**src/rtl/cpu_seq_ctrl_if.sv**
```systemverilog
// Control bundle between the sequencer (master) and the CPU datapath (slave).
// Strobes and the retired count flow to the datapath; run/opcode/zero flow back.
interface cpu_seq_ctrl_if #(
  parameter int OP_W  = 3,
  parameter int CNT_W = 8
);
  logic             run;
  logic [OP_W-1:0]  opcode;
  logic             zero;
  logic             pc_inc;
  logic             pc_load;
  logic             ir_load;
  logic             addr_sel;
  logic             mem_we;
  logic             rf_we;
  logic             wb_sel;
  logic [1:0]       alu_op;
  logic             halted;
  logic [CNT_W-1:0] retired;

  modport master (
    input  run, opcode, zero,
    output pc_inc, pc_load, ir_load, addr_sel, mem_we, rf_we, wb_sel,
           alu_op, halted, retired
  );

  modport slave (
    output run, opcode, zero,
    input  pc_inc, pc_load, ir_load, addr_sel, mem_we, rf_we, wb_sel,
           alu_op, halted, retired
  );
endinterface

```
**src/rtl/cpu_seq_ctrl.sv**
```systemverilog
// Multi-cycle fetch/decode/execute sequencer for the 8-word x 9-bit CPU.
// Retires one instruction at a time, counts retirements, and parks in S_HALT.
module cpu_seq_ctrl #(
  parameter int OP_W  = 3,
  parameter int CNT_W = 8
) (
  input  logic              clk,
  input  logic              reset,
  cpu_seq_ctrl_if.master    bus
);

  localparam logic [OP_W-1:0] OP_ADD  = OP_W'(2);
  localparam logic [OP_W-1:0] OP_SUB  = OP_W'(3);
  localparam logic [OP_W-1:0] OP_LDR  = OP_W'(4);
  localparam logic [OP_W-1:0] OP_BZ   = OP_W'(5);
  localparam logic [OP_W-1:0] OP_STR  = OP_W'(6);
  localparam logic [OP_W-1:0] OP_HALT = OP_W'(7);

  typedef enum logic [2:0] {
    S_FETCH  = 3'd0,
    S_LOADIR = 3'd1,
    S_DECODE = 3'd2,
    S_ALU    = 3'd3,
    S_MEMRD  = 3'd4,
    S_WBMEM  = 3'd5,
    S_MEMWR  = 3'd6,
    S_HALT   = 3'd7
  } state_t;

  state_t           state_q, state_d;
  logic             retire;
  logic [CNT_W-1:0] retired_q;

  function automatic logic [CNT_W-1:0] sat_inc(input logic [CNT_W-1:0] v);
    return (&v) ? v : v + {{(CNT_W-1){1'b0}}, 1'b1};
  endfunction

  // State register
  always_ff @(posedge clk or negedge reset) begin
    if (!reset) state_q <= S_FETCH;
    else        state_q <= state_d;
  end

  // Next state and retire event
  always_comb begin
    state_d = S_FETCH;
    retire  = 1'b0;
    case (state_q)
      S_FETCH:  state_d = bus.run ? S_LOADIR : S_FETCH;
      S_LOADIR: state_d = S_DECODE;
      S_DECODE: begin
        case (bus.opcode)
          OP_ADD, OP_SUB: state_d = S_ALU;
          OP_LDR:         state_d = S_MEMRD;
          OP_STR:         state_d = S_MEMWR;
          OP_HALT: begin
            state_d = S_HALT;
            retire  = 1'b1;
          end
          default: begin
            state_d = S_FETCH;
            retire  = 1'b1;
          end
        endcase
      end
      S_ALU: begin
        state_d = S_FETCH;
        retire  = 1'b1;
      end
      S_MEMRD:  state_d = S_WBMEM;
      S_WBMEM, S_MEMWR: begin
        state_d = S_FETCH;
        retire  = 1'b1;
      end
      S_HALT:   state_d = S_HALT;
      default:  state_d = S_FETCH;
    endcase
  end

  // Output decode; IR and zero are both registered, so pc_load stays glitch-free
  always_comb begin
    bus.pc_inc   = 1'b0;
    bus.pc_load  = 1'b0;
    bus.ir_load  = 1'b0;
    bus.addr_sel = 1'b0;
    bus.mem_we   = 1'b0;
    bus.rf_we    = 1'b0;
    bus.wb_sel   = 1'b0;
    bus.alu_op   = 2'b00;
    bus.halted   = 1'b0;
    case (state_q)
      S_LOADIR: begin
        bus.ir_load = 1'b1;
        bus.pc_inc  = 1'b1;
      end
      S_DECODE: bus.pc_load = (bus.opcode == OP_BZ) && bus.zero;
      S_ALU: begin
        bus.alu_op = (bus.opcode == OP_SUB) ? 2'b10 : 2'b01;
        bus.rf_we  = 1'b1;
      end
      S_MEMRD:  bus.addr_sel = 1'b1;
      S_WBMEM: begin
        bus.addr_sel = 1'b1;
        bus.rf_we    = 1'b1;
        bus.wb_sel   = 1'b1;
      end
      S_MEMWR: begin
        bus.addr_sel = 1'b1;
        bus.mem_we   = 1'b1;
      end
      S_HALT:   bus.halted = 1'b1;
      default: ;
    endcase
  end

  // Retired-instruction counter, saturating
  always_ff @(posedge clk or negedge reset) begin
    if (!reset)      retired_q <= '0;
    else if (retire) retired_q <= sat_inc(retired_q);
  end

  assign bus.retired = retired_q;

endmodule

```
**src/flat_wrapper.sv**
```systemverilog
// flat-port wrapper written by rule: the top's interface ports become plain ports
module cpu_seq_ctrl_flat 
#(
  parameter int OP_W  = 3,
  parameter int CNT_W = 8
)
  (clk, reset, bus_run, bus_opcode, bus_zero, bus_pc_inc, bus_pc_load, bus_ir_load, bus_addr_sel, bus_mem_we, bus_rf_we, bus_wb_sel, bus_alu_op, bus_halted, bus_retired);
  cpu_seq_ctrl_if #(.OP_W(OP_W), .CNT_W(CNT_W)) bus_i ();
  input  logic clk;
  input  logic reset;
  input wire logic [$bits(bus_i.run)-1:0] bus_run;
  input wire logic [$bits(bus_i.opcode)-1:0] bus_opcode;
  input wire logic [$bits(bus_i.zero)-1:0] bus_zero;
  output wire logic [$bits(bus_i.pc_inc)-1:0] bus_pc_inc;
  output wire logic [$bits(bus_i.pc_load)-1:0] bus_pc_load;
  output wire logic [$bits(bus_i.ir_load)-1:0] bus_ir_load;
  output wire logic [$bits(bus_i.addr_sel)-1:0] bus_addr_sel;
  output wire logic [$bits(bus_i.mem_we)-1:0] bus_mem_we;
  output wire logic [$bits(bus_i.rf_we)-1:0] bus_rf_we;
  output wire logic [$bits(bus_i.wb_sel)-1:0] bus_wb_sel;
  output wire logic [$bits(bus_i.alu_op)-1:0] bus_alu_op;
  output wire logic [$bits(bus_i.halted)-1:0] bus_halted;
  output wire logic [$bits(bus_i.retired)-1:0] bus_retired;
  assign bus_i.run = bus_run;
  assign bus_i.opcode = bus_opcode;
  assign bus_i.zero = bus_zero;
  assign bus_pc_inc = bus_i.pc_inc;
  assign bus_pc_load = bus_i.pc_load;
  assign bus_ir_load = bus_i.ir_load;
  assign bus_addr_sel = bus_i.addr_sel;
  assign bus_mem_we = bus_i.mem_we;
  assign bus_rf_we = bus_i.rf_we;
  assign bus_wb_sel = bus_i.wb_sel;
  assign bus_alu_op = bus_i.alu_op;
  assign bus_halted = bus_i.halted;
  assign bus_retired = bus_i.retired;
  cpu_seq_ctrl #(.OP_W(OP_W), .CNT_W(CNT_W)) u_core (.clk(clk), .reset(reset), .bus(bus_i));
endmodule
```
**config.mk**
```make
export PLATFORM = sky130hd
export DESIGN_NAME = cpu_seq_ctrl_flat
export DESIGN_NICKNAME = d
export VERILOG_FILES = /design/src/rtl/cpu_seq_ctrl_if.sv /design/src/rtl/cpu_seq_ctrl.sv /design/src/flat_wrapper.sv
export SDC_FILE = /design/constraint.sdc
export NUM_CORES = 1
export LEC_CHECK = 0
export BUFFER_PORTS_ARGS = -buffer_cell sky130_fd_sc_hd__buf_4
export CAP_MARGIN = 20
export CORE_UTILIZATION = 51
export CTS_CLUSTER_DIAMETER = 120
export CTS_CLUSTER_SIZE = 30
export DETAILED_ROUTE_END_ITERATION = 16
export PLACE_DENSITY = 0.87
export SLEW_MARGIN = 20
export SYNTH_ARGS = -nofsm -noshare
export SYNTH_HDL_FRONTEND = slang
export SYNTH_SLANG_ARGS = --single-unit
```
**constraint.sdc**
```tcl
create_clock -name clk -period 2.48 [get_ports clk]
set_input_delay 0.124 -clock clk [delete_from_list [all_inputs] [get_ports clk]]
set_output_delay 0.124 -clock clk [all_outputs]
set_load 0.05 [all_outputs]
```
==> summary.txt, run 1 <==
Timing
  • Period utilization: 72.8%
  • Final Skew: 0.00173 ns
  • Final setup fails: 0
  • Slew HR: 69.4%
  • RSZ-0062 raised after global routing: no
  • Shortest period the worst path allows: 1.81 ns
  • Setup TNS: 0 ns
  • Slew at the pin with the worst max-slew slack: 0.459 ns
  • Max-slew violations: 0
  • Upper clock frequency limit: 554 MHz
  • Final Hold Violating Endpoints: 0

Floorplanning
  • Initial core utilization: 54.5%
  • Die Span Y: 39.3 um
  • I/O Pins: 25
  • Full die area: 1540 um2
  • Core area: 1300 um2
  • Row count: 13
  • Die X: 39.3 um

Finish
  • Final core utilization: 71.0%
  • Multi-input logic area: 404 um2
  • Fin cells: 118
  • Seq. cell area: 275 um2
  • Fraction of layout cells with a size suffix above 1: 36.9%
  • Post-layout nets: 112
  • Area Growth Syn to Fin: 30.2%
  • Design Area, Final: 923 um2
  • # diodes: 0
  • Fillers: 100

Routing
  • Iter 0 DRT Violations: 31
  • DR pass1 iterations: 4
  • Wirelength per Cell: 14.7 um
  • Post-Route WL: 1740 um
  • DRC viols: 0
  • Via Count: 660
  • Via density: 5.59
  • Final ANT Viol Nets: 0

Synth
  • Syn Inst Count: 77
  • Mapped Area: 709 um2
  • Largest area contributor in the netlist: dfrtp_1
  • FF+latch count, synth: 11
  • Post-synthesis cell type count: 34
  • Synth Area per Inst: 9.21 um2
  • Yosys warnings: 0
  • Post-synth top area share: 38.8%
  • Top FF cell, synth: dfrtp_1
  • Syn nets: 85
  • Post-synthesis sequential area ratio: 38.8%
  • Top cells by area, synth: dfrtp_1 39%, mux2_2 6.3%, nand2_1 5.8%
  • Post-synth EDFFs: 0
  • Most frequent cells after synthesis: 11 x dfrtp_1, 11 x nand2_1, 6 x nor2_1
  • Asr flop ratio synth: 100%

Global routing
  • Largest net degree at the start of global routing: 14
  • First-pass GRT wire length: 2610 um
  • Vias in the first global route: 567
  • Initial antenna violation count: 0
  • GRT Util Overall: 25.5%
  • Grt ovf: 0

Clocking
  • CTS buffer count: 3
  • Post-CTS Setup Bufs: 0
  • H-tree Lvls: 1
  • Clk sink count: 11
  • Hold_buf cts: 1
  • CTS tree: yes
  • CTS Buffer Depth: 2
  • Root Driver: clkbuf_4
  • Post-CTS sizing: 0
  • Clk Latency, worst-skew pair: 0.28 ns
  • Clock-pin slew on the worst setup and hold paths: 0.08 ns

Setup path
  • Critical path type: flip-flop to flip-flop
  • CP endpoint kind: flip-flop
  • Worst Path Required: 2.64 ns
  • CP max FO: 11
  • Crit path DAT: 1.97 ns
  • Critical Path Source Type: flip-flop

Pwr
  • Leakage: 0.433 nW
  • Overall Power: 0.00138 W
  • Power Dens Cells: 1500 nW/um2
  • Max VDD drop: 0.817 mV

Place
  • DPL Wire Length: 1250 um
  • DP Cell Count: 113
  • RD Place Congestion: 0.756
  • Input/output buffers: 24
  • Post-Place Cell Area: 886 um2

Status
  • Run status: finished clean

Worst hold path
  • Worst Hold Class: input port to flip-flop

Flow run
  • Maxcap violations: 0
## stage by stage
step | worst slack, ns | hold slack (ns)
after floorplan | 0.281 | -0.172
after global placement | 0.819 | -0.0355
after detailed placement | 0.739 | -0.0316
after CTS | 0.721 | 0.152
after global routing | 0.614 | 0.156
final | 0.674 | 0.146
## flip-flops by register name (all words and copies together) (netlist names)
| name | count |
|---|---|
| u_core.bus.retired | 8 |
| u_core.state_q | 3 |
## layout make-up
cell class / count / area share [%]
clock buffers: 3 / 2.44
clock inverters: 1 / 0.542
inverters: 2 / 0.813
multi-input cells: 61 / 43.8
flip-flops and latches: 11 / 29.8
well taps: 15 / 2.03
repair buffers: 25 / 20.6
## worst paths after layout
check | startpoint | to | slack (ns) | cells past startpoint
setup / recovery | u_core.state_q[2] | u_core.bus.retired[5] | 0.67 | 4
hold / removal | bus_opcode[2] | u_core.state_q[2] | 0.15 | 3
setup reg to reg | u_core.state_q[2] | u_core.bus.retired[5] | 0.67 | 4
hold reg to reg | u_core.bus.retired[0] | u_core.bus.retired[0] | 0.54 | 1
max in group asynchronous | reset | u_core.state_q[2] | 2.11 | 2
min in group asynchronous | reset | u_core.bus.retired[1] | 0.22 | 2
## per-layer routing
layer,part of all wire (%),track usage [%],up-vias,wire (um)
met4,1.3,5.17,0,22
li1,-,-,327,-
met5,0,0,-,0
met1,45,36.6,300,782
met2,48,40.8,28,833
met3,5.6,3.41,5,97
## cell families after synthesis
kind of cell             Yosys count  share of synthesized area (%)
buffers and inverters              5                           4.23
adder cells (fa/ha/maj)            1                           1.76
XOR/XNOR                           4                           6.00
flip-flops                        11                           38.8
AND/OR/NAND/NOR                   40                           30.5
AO/OA/AOI/OAI                     10                           9.17
multiplexers                       6                           9.52
## worst max-delay path: stages, from the launching register on
cell and delay, ns:
dfrtp_1 0.56, nand2_2 0.17, xor2_2 0.23, nor4_1 0.37, mux2_1 0.37
## layout by cell type, fill, tap and decap left out, types with 2 or more instances in the layout
cell,Yosys,final
mux2_2,4,4
and3_1,2,2
nor2_1,6,6
nand3_1,4,4
nor4_1,2,2
o21ai_0,2,2
a21oi_1,2,2
xor2_1,2,2
clkbuf_4,0,3
nand2b_1,2,2
nor2b_1,2,2
dfrtp_1,11,11
nor3_1,4,4
mux2_1,2,2
buf_4,1,24
inv_1,2,2
nand2_1,11,11
## where the power goes
| group | total (W) | switching, W | internal [W] |
|---|---|---|---|
| registers | 0.000391 | 0.000136 | 0.000255 |
| clock network | 0.000130 | 0.0000704 | 0.0000598 |
| logic | 0.000861 | 0.000577 | 0.000284 |
| total | 0.00138 | 0.000783 | 0.000599 |
Note: power is estimated with default switching activity, not from simulation.
==> run 2: changes to the inputs <==
Settings changed: CORE_UTILIZATION 51 to 47, PLACE_DENSITY 0.87 to 0.82.
Clock period 2.48 ns to 1.78 ns, I/O delays scaled along.
==> run 2 against run 1 <==
Fmax grew 13%. Global-route usage shrank 7.1 points. Flip-flop and latch count is the same. Sequential power grew 27%. Clock power grew 29%. Via count shrank 4.4%. Critical endpoint unchanged. Largest power group unchanged.
==> summary.txt, run 2 (synthesis gave the netlist of run 1 again) <==
Setup path
  • Crit path DAT: 1.75 ns (was 1.97 ns)
  • Worst path cell trace: nand2_2, xor2_2, nor4_1, mux2_1 (unchanged)
  • FF-to-FF Start: u_core.state_q[0] (was u_core.state_q[2])
  • Critical Path Source Type: flip-flop (unchanged)
  • Family with the most delay on the worst path: flip-flops (unchanged)
  • Reg2reg setup slack: 0.19 ns (was 0.67 ns)
  • CP max FO: 7 (was 11)
  • Slowest CP cell: dfrtp_1 (unchanged)
  • Worst path bufs/invs: 0 (unchanged)
  • Slowest stage delay, CP: 0.45 ns (was 0.56 ns)
  • Worst setup path start: u_core.state_q[0] (was u_core.state_q[2])
  • Critical path type: flip-flop to flip-flop (unchanged)
  • CP endpoint kind: flip-flop (unchanged)
  • Worst Path Required: 1.93 ns (was 2.64 ns)

Global routing
  • Grt ovf: 0 (unchanged)
  • Initial antenna violation count: 0 (unchanged)
  • Vias in the first global route: 484 (was 567)
  • GRT Util Overall: 18.4% (was 25.5%)
  • First-pass GRT wire length: 2000 um (was 2610 um)
  • Largest net degree at the start of global routing: 13 (was 14)

Timing
  • Period utilization: 89.5% (was 72.8%)
  • Max-slew violations: 0 (unchanged)
  • Upper clock frequency limit: 628 MHz (was 554 MHz)
  • Shortest period the worst path allows: 1.59 ns (was 1.81 ns)
  • Slew HR: 76.7% (was 69.4%)
  • RSZ-0062 raised after global routing: no (unchanged)
  • Worst hold margin: 0.114 ns (was 0.146 ns)
  • Final setup fails: 0 (unchanged)
  • Final Skew: 0.00467 ns (was 0.00173 ns)
  • Setup TNS: 0 ns (unchanged)
  • Slew at the pin with the worst max-slew slack: 0.349 ns (was 0.459 ns)
  • Final Hold Violating Endpoints: 0 (unchanged)

Place
  • DP Cell Count: 115 (was 113)
  • Input/output buffers: 24 (unchanged)
  • RD Place Congestion: 0.753 (was 0.756)
  • DPL Wire Length: 1090 um (was 1250 um)

Floorplanning
  • Die Span Y: 40.9 um (was 39.3 um)
  • Initial core utilization: 52.5% (was 54.5%)
  • Row count: 13 (unchanged)
  • I/O Pins: 25 (unchanged)
  • Full die area: 1670 um2 (was 1540 um2)
  • Core area: 1350 um2 (was 1300 um2)
  • Die X: 40.9 um (was 39.3 um)

Clocking
  • Clock-pin slew on the worst setup and hold paths: 0.07 ns (was 0.08 ns)
  • Root Driver: clkbuf_4 (unchanged)
  • CTS buffer count: 3 (unchanged)
  • Clk Latency, worst-skew pair: 0.27 ns (was 0.28 ns)
  • H-tree Lvls: 1 (unchanged)
  • CTS Buffer Depth: 2 (unchanged)
  • Clk sink count: 11 (unchanged)
  • CTS tree: yes (unchanged)

Finish
  • Post-layout nets: 114 (was 112)
  • Commonest cells after routing, fill and taps aside: 26 x buf_4, 11 x nand2_1, 9 x dfrtp_1 (was 24 x buf_4, 11 x nand2_1, 11 x dfrtp_1)
  • # diodes: 0 (unchanged)
  • Max reg flops: 8 (unchanged)
  • Area Growth Syn to Fin: 34.6% (was 30.2%)
  • Commonest non-fill, non-tap cell in the layout: buf_4 (unchanged)
  • Fraction of layout cells with a size suffix above 1: 41.9% (was 36.9%)
  • Fin cells: 120 (was 118)

Routing
  • DRC viols: 0 (unchanged)
  • Wirelength per Cell: 12.1 um (was 14.7 um)
  • Post-Route WL: 1450 um (was 1740 um)
  • Via Count: 631 (was 660)
  • DR pass1 iterations: 4 (unchanged)
  • Iter 0 DRT Violations: 11 (was 31)
  • Via density: 5.26 (was 5.59)
  • Final ANT Viol Nets: 0 (unchanged)

Worst hold path
  • Worst Hold Class: input port to flip-flop (unchanged)
  • Hold Crit Start: bus_run (was bus_opcode[2])

Flow run
  • Maxcap violations: 0 (unchanged)

Pwr
  • Max VDD drop: 1.23 mV (was 0.817 mV)
  • Leakage: 0.441 nW (was 0.433 nW)
  • Power Dens Cells: 2020 nW/um2 (was 1500 nW/um2)

Status
  • Run status: finished clean (unchanged)
run 2: cell types whose count changed in the layout (fill, tap and decap cells not counted), sizes merged:
| cell | before | now |
|---|---|---|
| buf | 24 | 26 |
| clkbuf | 3 | 4 |
| clkinv | 1 | 0 |
run 2: final timing paths:
path | depth (start not counted) | to
max in group asynchronous | 2 | u_core.bus.retired[1]
setup reg to reg | 4 | u_core.bus.retired[5]
hold reg to reg | 1 | u_core.bus.retired[0]
hold / removal | 3 | u_core.state_q[0]
setup / recovery | 4 | u_core.bus.retired[5]
min in group asynchronous | 2 | u_core.bus.retired[6]
run 2: power by group:
group	internal, W	leakage [nW]	switching [W]
Clock	0.0000867	0.0150	0.0000808
Sequential	0.000362	0.135	0.000133
Combinational	0.000424	0.291	0.000842
run 2: through the flow:
stage	utilization [%]	cell area, um2	power [W]	worst slack (ns)
global placement	68.0	918	0.00174	0.253
global route	70.7	955	0.00205	0.0736
CTS	70.7	955	0.00194	0.199
detailed placement	68.0	918	0.00176	0.211
floorplan	-	727	0.00144	0.0776
finish	70.7	955	0.00193	0.187
run 2: repair_timing:
item,4_1_cts,5_1_grt
hold buffers,1,0
hold endpoints to repair,11,0
resized for setup,0,0
setup buffers,0,0
run 2: cell type report:
class | instances | area [um2]
Timing Repair Buffer | 27 | 205
Sequential cell | 11 | 278
Multi-Input combinational cell | 61 | 419
Tap cell | 15 | 18.8
Fill cell | 113 | 395
Inverter | 2 | 7.51
Clock buffer | 4 | 26.3
run 2: layer usage:
metal	part of all wire, %	global-route usage, %
met2	44	25.0
met5	0	0
met4	0	2.50
met1	51	27.1
met3	5.0	8.15
run 2: worst register-to-register path: cells and delay by family, from the launching register on:
kind	cells	cell delay, ns
flops	1	0.45
simple gates	2	0.45
mux	1	0.36
xor+xnor	1	0.21
==> run 3: changes to the inputs <==
==> constraint.sdc (replaced) <==
create_clock -name clk -period 1.78 [get_ports clk]
set_input_delay 0.356 -clock clk [delete_from_list [all_inputs] [get_ports clk]]
set_output_delay 0.356 -clock clk [all_outputs]
set_load 0.05 [all_outputs]
==> run 3 against run 2 <==
First-iteration DRC count grew 140%. Cell count is the same. Sequential share of layout area down 0.13 points. Non-clock buffer count stayed put. Total power increased by 1.3%. Register-to-register slack got worse by 0.07 ns. Flip-flop and latch count is the same. Fmax down 7.7%. Global-route usage increased by 2.7 points. Via count rose by 2.9%. Critical path type is now flip-flop to output pin.
==> summary.txt, run 3 (synthesis gave the netlist of run 1 again) <==
Setup path
  • Slowest stage delay, CP: 0.48 ns (was 0.45 ns)
  • FF-to-FF Start: u_core.state_q[2] (was u_core.state_q[0])
  • Worst Path Required: 1.42 ns (was 1.93 ns)
  • Worst path bufs/invs: 2 (was 0)
  • Slowest CP cell: dfrtp_1 (unchanged)
  • Family with the most delay on the worst path: flip-flops (unchanged)
  • Worst setup path start: u_core.state_q[2] (was u_core.state_q[0])
  • CP max FO: 6 (was 7)
  • Critical path type: flip-flop to output pin (was flip-flop to flip-flop)
  • Worst path most repeated cell: buf_4
  • Critical Path Source Type: flip-flop (unchanged)
  • Crit path DAT: 1.37 ns (was 1.75 ns)
  • CP endpoint kind: output pin (was flip-flop)
  • Worst path cell trace: buf_4, nor3_2, buf_4 (was nand2_2, xor2_2, nor4_1, mux2_1)

Routing
  • Via Count: 649 (was 631)
  • Post-Route WL: 1580 um (was 1450 um)
  • Via density: 5.41 (was 5.26)
  • Iter 0 DRT Violations: 26 (was 11)
  • DR pass1 iterations: 4 (unchanged)
  • Wirelength per Cell: 13.1 um (was 12.1 um)
  • DRC viols: 0 (unchanged)
  • Final ANT Viol Nets: 0 (unchanged)

Place
  • RD Place Congestion: 0.726 (was 0.753)
  • Input/output buffers: 24 (unchanged)
  • Worst slack at placement: 0.0455 ns (was 0.211 ns)
  • DPL Wire Length: 1200 um (was 1090 um)
  • Post-Place Cell Area: 923 um2 (was 918 um2)

Flow run
  • Maxcap violations: 0 (unchanged)

Floorplanning
  • I/O Pins: 25 (unchanged)
  • Full die area: 1670 um2 (unchanged)
  • Die Span Y: 40.9 um (unchanged)
  • Core area: 1350 um2 (unchanged)
  • Die X: 40.9 um (unchanged)
  • Row count: 13 (unchanged)
  • Initial core utilization: 52.5% (unchanged)

Global routing
  • Vias in the first global route: 511 (was 484)
  • GRT Util Overall: 21.1% (was 18.4%)
  • Grt ovf: 0 (unchanged)
  • Largest net degree at the start of global routing: 12 (was 13)
  • First-pass GRT wire length: 2280 um (was 2000 um)
  • Initial antenna violation count: 0 (unchanged)

Pwr
  • Switch Pwr: 0.00108 W (was 0.00106 W)
  • Leakage: 0.440 nW (was 0.441 nW)
  • Sw frac: 55.1% (was 54.7%)
  • Clk pwr share: 8.8% (was 8.7%)
  • Power Dens Cells: 2030 nW/um2 (was 2020 nW/um2)
  • Logic pwr share: 64.8% (was 65.7%)
  • Internal power: 0.000877 W (was 0.000873 W)
  • Max VDD drop: 1.48 mV (was 1.23 mV)
  • Seq pwr share: 26.5% (was 25.6%)

Finish
  • Commonest non-fill, non-tap cell in the layout: buf_4 (unchanged)
  • # diodes: 0 (unchanged)
  • Post-layout nets: 114 (unchanged)
  • Commonest cells after routing, fill and taps aside: 26 x buf_4, 11 x nand2_1, 8 x dfrtp_1 (was 26 x buf_4, 11 x nand2_1, 9 x dfrtp_1)
  • Final core utilization: 71.4% (was 70.7%)
  • Design Area, Final: 963 um2 (was 955 um2)
  • Area Growth Syn to Fin: 35.8% (was 34.6%)
  • Max reg flops: 8 (unchanged)
  • Fraction of layout cells with a size suffix above 1: 44.8% (was 41.9%)

Worst hold path
  • Hold Crit Start: bus_run (unchanged)
  • Worst Hold Class: input port to flip-flop (unchanged)

Timing
  • Final Hold Violating Endpoints: 0 (unchanged)
  • Final Skew: 0.00884 ns (was 0.00467 ns)
  • Period utilization: 97.0% (was 89.5%)
  • Shortest period the worst path allows: 1.73 ns (was 1.59 ns)
  • RSZ-0062 raised after global routing: yes (was no)
  • Setup TNS: 0 ns (unchanged)
  • Slew HR: 74.7% (was 76.7%)
  • Post-route setup slack: 0.0534 ns (was 0.187 ns)
  • Final setup fails: 0 (unchanged)
  • Max-slew violations: 0 (unchanged)
  • Upper clock frequency limit: 579 MHz (was 628 MHz)
  • Slew at the pin with the worst max-slew slack: 0.379 ns (was 0.349 ns)

Clocking
  • CTS tree: yes (unchanged)
  • Root Driver: clkbuf_4 (unchanged)
  • H-tree Lvls: 1 (unchanged)
  • Clk Latency, worst-skew pair: 0.27 ns (about the same)
  • Clock-pin slew on the worst setup and hold paths: 0.07 ns (about the same)
  • Clk sink count: 11 (unchanged)
  • CTS Buffer Depth: 2 (unchanged)
  • Post-CTS Setup Bufs: 0 (unchanged)
  • CTS buffer count: 3 (unchanged)

Status
  • Run status: finished clean (unchanged)
[run 3: worst min-delay path, cell delays in order]
cell,delay [ns]
buf_4,0.11
nor2_1,0.10
o31ai_1,0.08
[run 3: per-layer routing]
metal,routed length [um],part of all wire (%),vias up,global-route usage [%]
li1,-,-,329,-
met1,761,48,305,29.9
met2,752,48,15,30.9
met3,63,4.0,0,6.52
met4,0,0,0,5.00
met5,0,0,-,0
[run 3: path summary, 6_finish.rpt]
kind / end / slack [ns] / cells after the start
setup / recovery: bus_ir_load / 0.05 / 3
hold / removal: u_core.state_q[0] / 0.40 / 3
setup reg to reg: u_core.bus.retired[5] / 0.12 / 4
hold reg to reg: u_core.bus.retired[0] / 0.51 / 1
max in group asynchronous: u_core.bus.retired[1] / 1.16 / 2
min in group asynchronous: u_core.bus.retired[6] / 0.45 / 2
[run 3: through the flow]
stage	hold slack, ns	power (W)	instances
global route	0.410	0.00208	120
CTS	0.391	0.00196	120
finish	0.404	0.00195	120
detailed placement	0.199	0.00178	115
floorplan	0.0604	0.00145	77
global placement	0.198	0.00175	115
[run 3: final cells by class]
cell class	count	area, um2
clock buffers	4	26.3
fillers	127	387
inverters	2	7.51
multi-input cells	61	427
flip-flops and latches	11	279
well taps	15	18.8
repair buffers	27	205
[run 3: what timing repair did]
item                       4_1_cts  5_1_grt
gates resized for setup          0        2
hold buffers                     1        0
hold endpoints to repair        11        0
setup endpoints to repair        0        3
[run 3: power by group through the flow]
stage                     clock (W)  sequential (W)  combinational, W
after floorplan                   0        0.000734          0.000714
after global placement            0        0.000509           0.00124
after detailed placement          0        0.000514           0.00126
after CTS                  0.000177        0.000511           0.00127
after global routing       0.000188        0.000536           0.00135
final                      0.000171        0.000517           0.00127
